### src/rtl/sec_timer_ctrl.sv
// sec_timer_ctrl: one-second countdown timer with a two-digit BCD display (00..59).
//
// A prescaler divides clk by TICK_DIV to form one-second steps. The FSM
// (IDLE/RUN/PAUSE/DONE) is driven by three level-sampled commands, with
// priority clear > stop > start.
//
// Ports:
//   clk    - system clock, all state changes on the rising edge
//   res    - synchronous active-high reset, overrides every command
//   start  - load-and-run from IDLE/DONE, resume from PAUSE
//   stop   - pause the countdown while in RUN
//   clear  - abort to IDLE with the digits at 00
//   preset - countdown start value in binary seconds, saturated to 59 on load
//   s_num  - BCD seconds-units digit (0..9)
//   s_ten  - BCD seconds-tens digit (0..5)
//   tick   - registered one-cycle pulse after each one-second decrement
//   done   - registered one-cycle pulse when the count reaches 00
//   state  - FSM state: 00 IDLE, 01 RUN, 10 PAUSE, 11 DONE
module sec_timer_ctrl #(
  parameter int unsigned TICK_DIV = 100000000
) (
  input  logic       clk,
  input  logic       res,
  input  logic       start,
  input  logic       stop,
  input  logic       clear,
  input  logic [5:0] preset,
  output logic [3:0] s_num,
  output logic [2:0] s_ten,
  output logic       tick,
  output logic       done,
  output logic [1:0] state
);

  localparam int unsigned PresW = (TICK_DIV > 1) ? $clog2(TICK_DIV) : 1;
  localparam logic [PresW-1:0] PresMax = PresW'(TICK_DIV - 1);

  typedef enum logic [1:0] {
    StIdle  = 2'b00,
    StRun   = 2'b01,
    StPause = 2'b10,
    StDone  = 2'b11
  } state_e;

  state_e             state_q;
  logic [PresW-1:0]   presc_q;
  logic [3:0]         num_q;
  logic [2:0]         ten_q;
  logic               tick_q;
  logic               done_q;

  logic [5:0] sat;
  logic [2:0] load_ten;
  logic [3:0] load_num;
  logic       load_zero;
  logic [2:0] dec_ten;
  logic [3:0] dec_num;
  logic       dec_zero;
  logic       wrap;

  // Load path: saturate the binary preset, then split it into BCD digits.
  always_comb begin
    sat       = (preset > 6'd59) ? 6'd59 : preset;
    load_ten  = 3'(sat / 6'd10);
    load_num  = 4'(sat % 6'd10);
    load_zero = (sat == 6'd0);
  end

  // Decrement path: units borrow from tens when they are at 0.
  always_comb begin
    if (num_q == 4'd0) begin
      dec_num = 4'd9;
      dec_ten = ten_q - 3'd1;
    end else begin
      dec_num = num_q - 4'd1;
      dec_ten = ten_q;
    end
    dec_zero = (dec_ten == 3'd0) && (dec_num == 4'd0);
    wrap     = (presc_q == PresMax);
  end

  always_ff @(posedge clk) begin
    // Pulses default low; set only on the edges that produce them.
    tick_q <= 1'b0;
    done_q <= 1'b0;
    if (res || clear) begin
      state_q <= StIdle;
      presc_q <= '0;
      num_q   <= 4'd0;
      ten_q   <= 3'd0;
    end else begin
      unique case (state_q)
        StIdle, StDone: begin
          if (!stop && start) begin
            ten_q   <= load_ten;
            num_q   <= load_num;
            presc_q <= '0;
            state_q <= load_zero ? StDone : StRun;
            done_q  <= load_zero;
          end
        end
        StRun: begin
          if (wrap) begin
            // A decrement edge completes even when stop arrives on it.
            presc_q <= '0;
            ten_q   <= dec_ten;
            num_q   <= dec_num;
            tick_q  <= 1'b1;
            if (dec_zero) begin
              state_q <= StDone;
              done_q  <= 1'b1;
            end else if (stop) begin
              state_q <= StPause;
            end
          end else if (stop) begin
            state_q <= StPause;
          end else begin
            presc_q <= presc_q + PresW'(1);
          end
        end
        StPause: begin
          // Resume keeps the frozen prescaler and digits.
          if (!stop && start) begin
            state_q <= StRun;
          end
        end
      endcase
    end
  end

  assign s_num = num_q;
  assign s_ten = ten_q;
  assign tick  = tick_q;
  assign done  = done_q;
  assign state = state_q;

endmodule

### config.mk
export PLATFORM = sky130hd
export DESIGN_NAME = sec_timer_ctrl
export DESIGN_NICKNAME = d
export VERILOG_FILES = /design/src/rtl/sec_timer_ctrl.sv
export SDC_FILE = /design/constraint.sdc
export NUM_CORES = 1
export LEC_CHECK = 0
export CAP_MARGIN = 20
export CORE_ASPECT_RATIO = 0.5
export CORE_UTILIZATION = 65
export DETAILED_ROUTE_END_ITERATION = 12
export DONT_BUFFER_PORTS = 1
export GPL_ROUTABILITY_DRIVEN = 0
export HOLD_SLACK_MARGIN = 0.08
export PLACE_DENSITY = 0.81
export SETUP_SLACK_MARGIN = 0.05
export SLEW_MARGIN = 20
export SYNTH_ARGS = -nofsm -noshare
export SYNTH_HDL_FRONTEND = slang
export SYNTH_SLANG_ARGS = --single-unit
### constraint.sdc
create_clock -name clk -period 5.2 [get_ports clk]
set_input_delay 0.52 -clock clk [delete_from_list [all_inputs] [get_ports clk]]
set_output_delay 0.52 -clock clk [all_outputs]
set_load 0.01 [all_outputs]
# After elaboration in Yosys (flattened, before gate mapping)

Cells that the tools add are included.

Bits in registers: 38
Word-level logic and storage cells: 61
Input port bits: 11

Reductions and logical operators: 15
Magnitude comparators: 1
Eq/ne operators: 8
Div/mod/pow operators: 2
$add $sub $neg: 3
Bitwise logic cells: 1
Multiplexer cells: 25

Operators with widths:

| kind                                             | count |
|---|---|
| 2-to-1 mux 27 bit                                | 3 |
| one-hot mux 27 bit (2 select lines)              | 1 |
| adder 27 x 1 -> 27 bit, second input constant    | 1 |
| equality test 27 bit, second input constant      | 1 |
| 2-to-1 mux 2 bit                                 | 6 |
| 2-to-1 mux 4 bit                                 | 3 |
| 2-to-1 mux 3 bit                                 | 3 |
| logical NOT 4 bit                                | 2 |
| one-hot mux 4 bit (2 select lines)               | 1 |
| divider 6 x 4 -> 6 bit, second input constant    | 1 |
| > comparator 6 bit, second input constant        | 1 |
| logical NOT 6 bit                                | 1 |
| modulo 6 x 4 -> 6 bit, second input constant     | 1 |
| 2-to-1 mux 6 bit                                 | 1 |
| inequality test 2 bit, second input constant     | 3 |
| one-hot mux 2 bit (3 select lines)               | 1 |
| one-hot mux 3 bit (2 select lines)               | 1 |
| AND reduction 3 bit                              | 2 |
| equality test 2 bit, second input constant       | 2 |
| 2-to-1 mux 1 bit                                 | 4 |
| OR reduction 2 bit                               | 2 |
| subtractor 4 x 1 -> 4 bit, second input constant | 1 |
| logical NOT 3 bit                                | 1 |
| inequality test 3 bit, second input constant     | 1 |
| other kinds (10)                                 | 11 |

# Logic depth before layout (Yosys ltp)

Depth in word-level cells: 7
Depth in mapped cells: 11

# Least setup slack after synthesis

OpenSTA, ideal clock, no wires.

Path kind: input -> register
Start point: input port preset[3]
End point: register num_q[3], in the netlist s_num[3]
Setup slack: 2.659 ns
Cell stages on the path: 11
Buffers on the path: 2
Data arrival time: 2.467 ns
Cells stage by stage: buf_2 clkbuf_1 ha_1 nand3b_1 a21oi_2 or3_1 nand2_2 xnor2_1 ha_1 or3_1 a31oi_1

Cells in the longest elaborated chain, start to end: 5

Ends and longest elaborated chain:

| what                                   | line | source |
|---|---|---|
| start, declared                        | 27   | `input logic [5:0] preset,` |
| > comparator 6 bit                     | 63   | `sat = (preset > 6'd59) ? 6'd59 : preset;` |
| 2-to-1 mux 6 bit (*)                   | 63   |  |
| modulo 6 x 4 -> 6 bit (*)              | 65   | `load_num = 4'(sat % 6'd10);` |
| 2-to-1 mux 4 bit (*)                   | 94   | `if (!stop && start) begin` |
| one-hot mux 4 bit (2 select lines) (*) | 92   | `unique case (state_q)` |
| end signal, assigned                   | 96   | `num_q <= load_num;` |
| end signal, assigned                   | 107  | `num_q <= dec_num;` |
| end, declared                          | 47   | `logic [3:0] num_q;` |

Every way passes the cells marked *; elsewhere a longest branch is shown, timed or not. The select of a mux whose other input is x is not followed.
A chain may end at the register's enable or synchronous reset.

# Worst setup path in the final report

Start point: register state_q[1], in the netlist state[1]
End point: register presc_q[14]

Cells in the longest elaborated chain, start to end: 4

Ends and longest elaborated chain:

| what                                                                                | line | source |
|---|---|---|
| start, declared                                                                     | 45   | `state_e state_q;` |
| start signal, assigned                                                              | 87   | `state_q <= StIdle;` |
| start signal, assigned                                                              | 98   | `state_q <= load_zero ? StDone : StRun;` |
| start signal, assigned                                                              | 110  | `state_q <= StDone;` |
| equality test 2 bit / logical NOT 2 bit (equally long branches)                     | 92   |  |
| OR reduction 2 bit                                                                  | 92   |  |
| inequality test 2 bit (no source line) / nonzero test 2 bit (equally long branches) | n/a  |  |
| AND reduction 3 bit (no source line)                                                | n/a  |  |
| end signal, assigned                                                                | 118  | `presc_q <= presc_q + PresW'(1);` |
| end, declared                                                                       | 46   | `logic [PresW-1:0] presc_q;` |

Several ways; a longest one is shown, not always the timed one.

==> impl_results.md <==
- Slowest cell on crit path: nor4_4
- Most frequent cells in the layout: 39 x nor2_1, 38 x dfxtp_1, 36 x nand2_1
- First-pass GRT wire length: 8.58 mm
- Post-cts resize count: 0
- Crit path capture type: flop
- Cell Area, Synth: 2570 µm²
- Ant. Diodes: 0
- Ys flop type: dfxtp_1
- RSZ-0062 raised after global routing: no
- Io pins: 22
- CTS Hold Bufs: 0
- P_leak: 0.945 nW
- Crit-path cells: inv_1 -> ha_1 -> and2b_2 -> a21oi_2 -> nor4_4 -> nand3_1 -> xor2_1 -> nor2_1
- Number of port buffers: 0
- Worst min path class: in2reg
- Initial Util: 71.2%
- Sink Count: 38
- Crit path required time: 5.39 ns
- Synth area leader: dfxtp_1
- Post-DP HPWL: 3.96 mm
- Clock Power Share: 35.5%
- DRT iter0 DRCs: 95
- Top delay family on crit path: simple AND/OR/NAND/NOR gates
- Mapped Avg Cell Area: 8.05 µm²
- Synth top area share: 29.6%
- Cells after Synth: 319
- Seq/Total Area, Yosys: 29.6%
- Total track usage: 26.2%
- Mapped Nets: 340
- Worst Path Buf+Inv: 1
- Clock buffer depth: 2
- Psw: 0.171 mW
- Final Setup Violations: 0
- Clock Latency Late Sink: 0.30 ns
- Crit-path max FO: 19
- Total wire length: 5.26 mm
- Final nets: 335
- DRC: 0
- Post-layout util: 72.8%
- Worst EP arrival: 2.91 ns
- Final period util: 52.4%
- Share of layout cells above drive strength 1: 11.4%
- Commonest non-fill, non-tap cell in the layout: nor2_1
- CP Class: reg2reg
- Final-layout fill cell count: 295
- Startpoint class of the critical path: flop
- Maximum capacitance violations: 0
- R2R Path Start: state[1]
- Internal power: 0.434 mW
- Sequential power share: 49.5%
- Headroom to the max-slew limit: 49.7%
- Peak VDD IR: 0.134 mV
- Initial antenna violation count: 0
- Vias/cell: 6.14
- P&R area growth vs syn: 2.19%
- Core ar.: 3600 µm²
- Synth area leaders: dfxtp_1 30%, xor2_1 6.8%, nor2_1 5.7%
- Final period demand of the worst path: 2.72 ns
- Max Slew Vio Count: 0
- Origin of the worst min-delay path: stop
- Drt first pass iters: 4
- Setup Fix Bufs, Post-CTS: 0
- Slew @ Worst Pin: 0.749 ns
- Clock transition at path regs: 0.08 ns
- Largest net degree at the start of global routing: 24
- Global route total overflow: 0
- DR WL/cell: 14.4 µm
- Hold Vio Cnt, Final: 0
- Combinational share of power: 15.0%
- Asr flop ratio synth: 0%
- Die X: 90.9 µm
- Setup_tns: 0 ns
- Slowest stage delay, CP: 0.75 ns
- CTS Buf Count: 5
- Sw Ratio: 28.3%
- Vias in the first global route: 1974
- Ys Warns: 0
- Distinct cell type count after synthesis: 63
- Max frequency: 367 MHz
- CTS tree: done
- DIE AREA: 4220 µm²
- EDFF count, synth: 0
- Die Height: 46.4 µm
- Skew final: 0.00571 ns
- Critical Path Start: state[1]
- Status: finished clean
- Clk root buf: clkbuf_8
- PD cells: 231 nW/µm²
- CTS H-Tree Depth: 2
- Row cnt: 15
- Post-detailed-route count of antenna-violating nets: 0
- DR vias: 2249
- Yosys reg bits: 38
-- cells in the mapped netlist, types with 2 or more instances --
library cell  number
nor3_2             2
nor4b_1            3
buf_2              4
xor2_1            20
xnor2_1            4
inv_1             17
a211oi_1           3
o22ai_1            4
dfxtp_1           38
or2_2              4
a21oi_1           10
o21ai_0           17
a31oi_1            5
nand4_1           10
buf_6              3
o211ai_1           2
o221ai_1           4
or3_1              2
nor2_2             3
nor2b_1            2
nor2_1            39
nand2_1           36
and3_1             2
nand3_1           14
and4_1             4
nor3_1            11
nor4_1             2
and4_2             4
mux2i_1            3
ha_1              10
clkbuf_1           3
o21bai_1           2
a21oi_2            2
-- kinds of logic (layout without fill, tap and decap cells) --
kind of cell	after synthesis	after routing	share of synthesized area [%]
and+or+nand+nor	151	151	32.4
AOI/OAI and AO/OA	63	63	16.8
DFF	38	38	29.6
buffers and inverters	30	26	6.97
xor gates and xnor gates	24	24	8.19
adders and majority gates	10	10	4.87
muxes	3	3	1.17
-- routing by layer --
| layer | track usage, % | routed length [µm] |
|---|---|---|
| met1 | 30.3 | 2370 |
| met2 | 47.4 | 2490 |
| met3 | 7.10 | 281 |
| met4 | 12.1 | 116 |
| met5 | 0 | 0 |
-- worst register-to-register path, cell delays in order, from the launching register on --
cell and delay, ns:
dfxtp_1 0.38, inv_1 0.09, ha_1 0.56, and2b_2 0.30
a21oi_2 0.11, nor4_4 0.75, nand3_1 0.19, xor2_1 0.17
nor2_1 0.05
-- final timing paths --
check                                    to  slack (ns)  cells past startpoint
worst min register to register   presc_q[1]        0.50                      2
worst max register to register  presc_q[14]        2.48                      8
worst min-delay path               state[1]        0.42                      2
worst max-delay path            presc_q[14]        2.48                      8
-- area by class of cell --
cell class	instances	area, µm²	area share (%)
flip-flops and latches	38	761	29.0
inverters	18	67.6	2.58
clock inverters	2	12.5	0.477
multi-input cells	251	1640	62.4
well taps	51	63.8	2.43
clock buffers	6	82.6	3.15
-- stage by stage --
step	hold slack, ns	area [µm²]	setup slack, ns	cells	total power, mW
6_report	0.421	2620	2.48	366	0.605
2_1_floorplan	0.451	2570	2.66	319	0.388
3_3_place_gp	0.463	2520	2.25	358	0.392
3_5_place_dp	0.484	2520	2.11	358	0.395
4_1_cts	0.430	2620	2.08	366	0.607
5_1_grt	0.427	2620	2.25	366	0.631
-- registers in the layout, indices dropped and copies added, names as in the netlist --
signal,count
s_ten,3
presc_q,27
state,2
done,1
tick,1
s_num,4
-- power groups by stage --
| stage | clock, mW | combinational [mW] | sequential, mW |
|---|---|---|---|
| after global routing | 0.229 | 0.102 | 0.300 |
| after global placement | 0 | 0.0863 | 0.306 |
| final | 0.215 | 0.0910 | 0.299 |
| after floorplan | 0 | 0.0830 | 0.305 |
| after CTS | 0.218 | 0.0895 | 0.299 |
| after detailed placement | 0 | 0.0889 | 0.306 |
(Power assumes the default switching activity.)
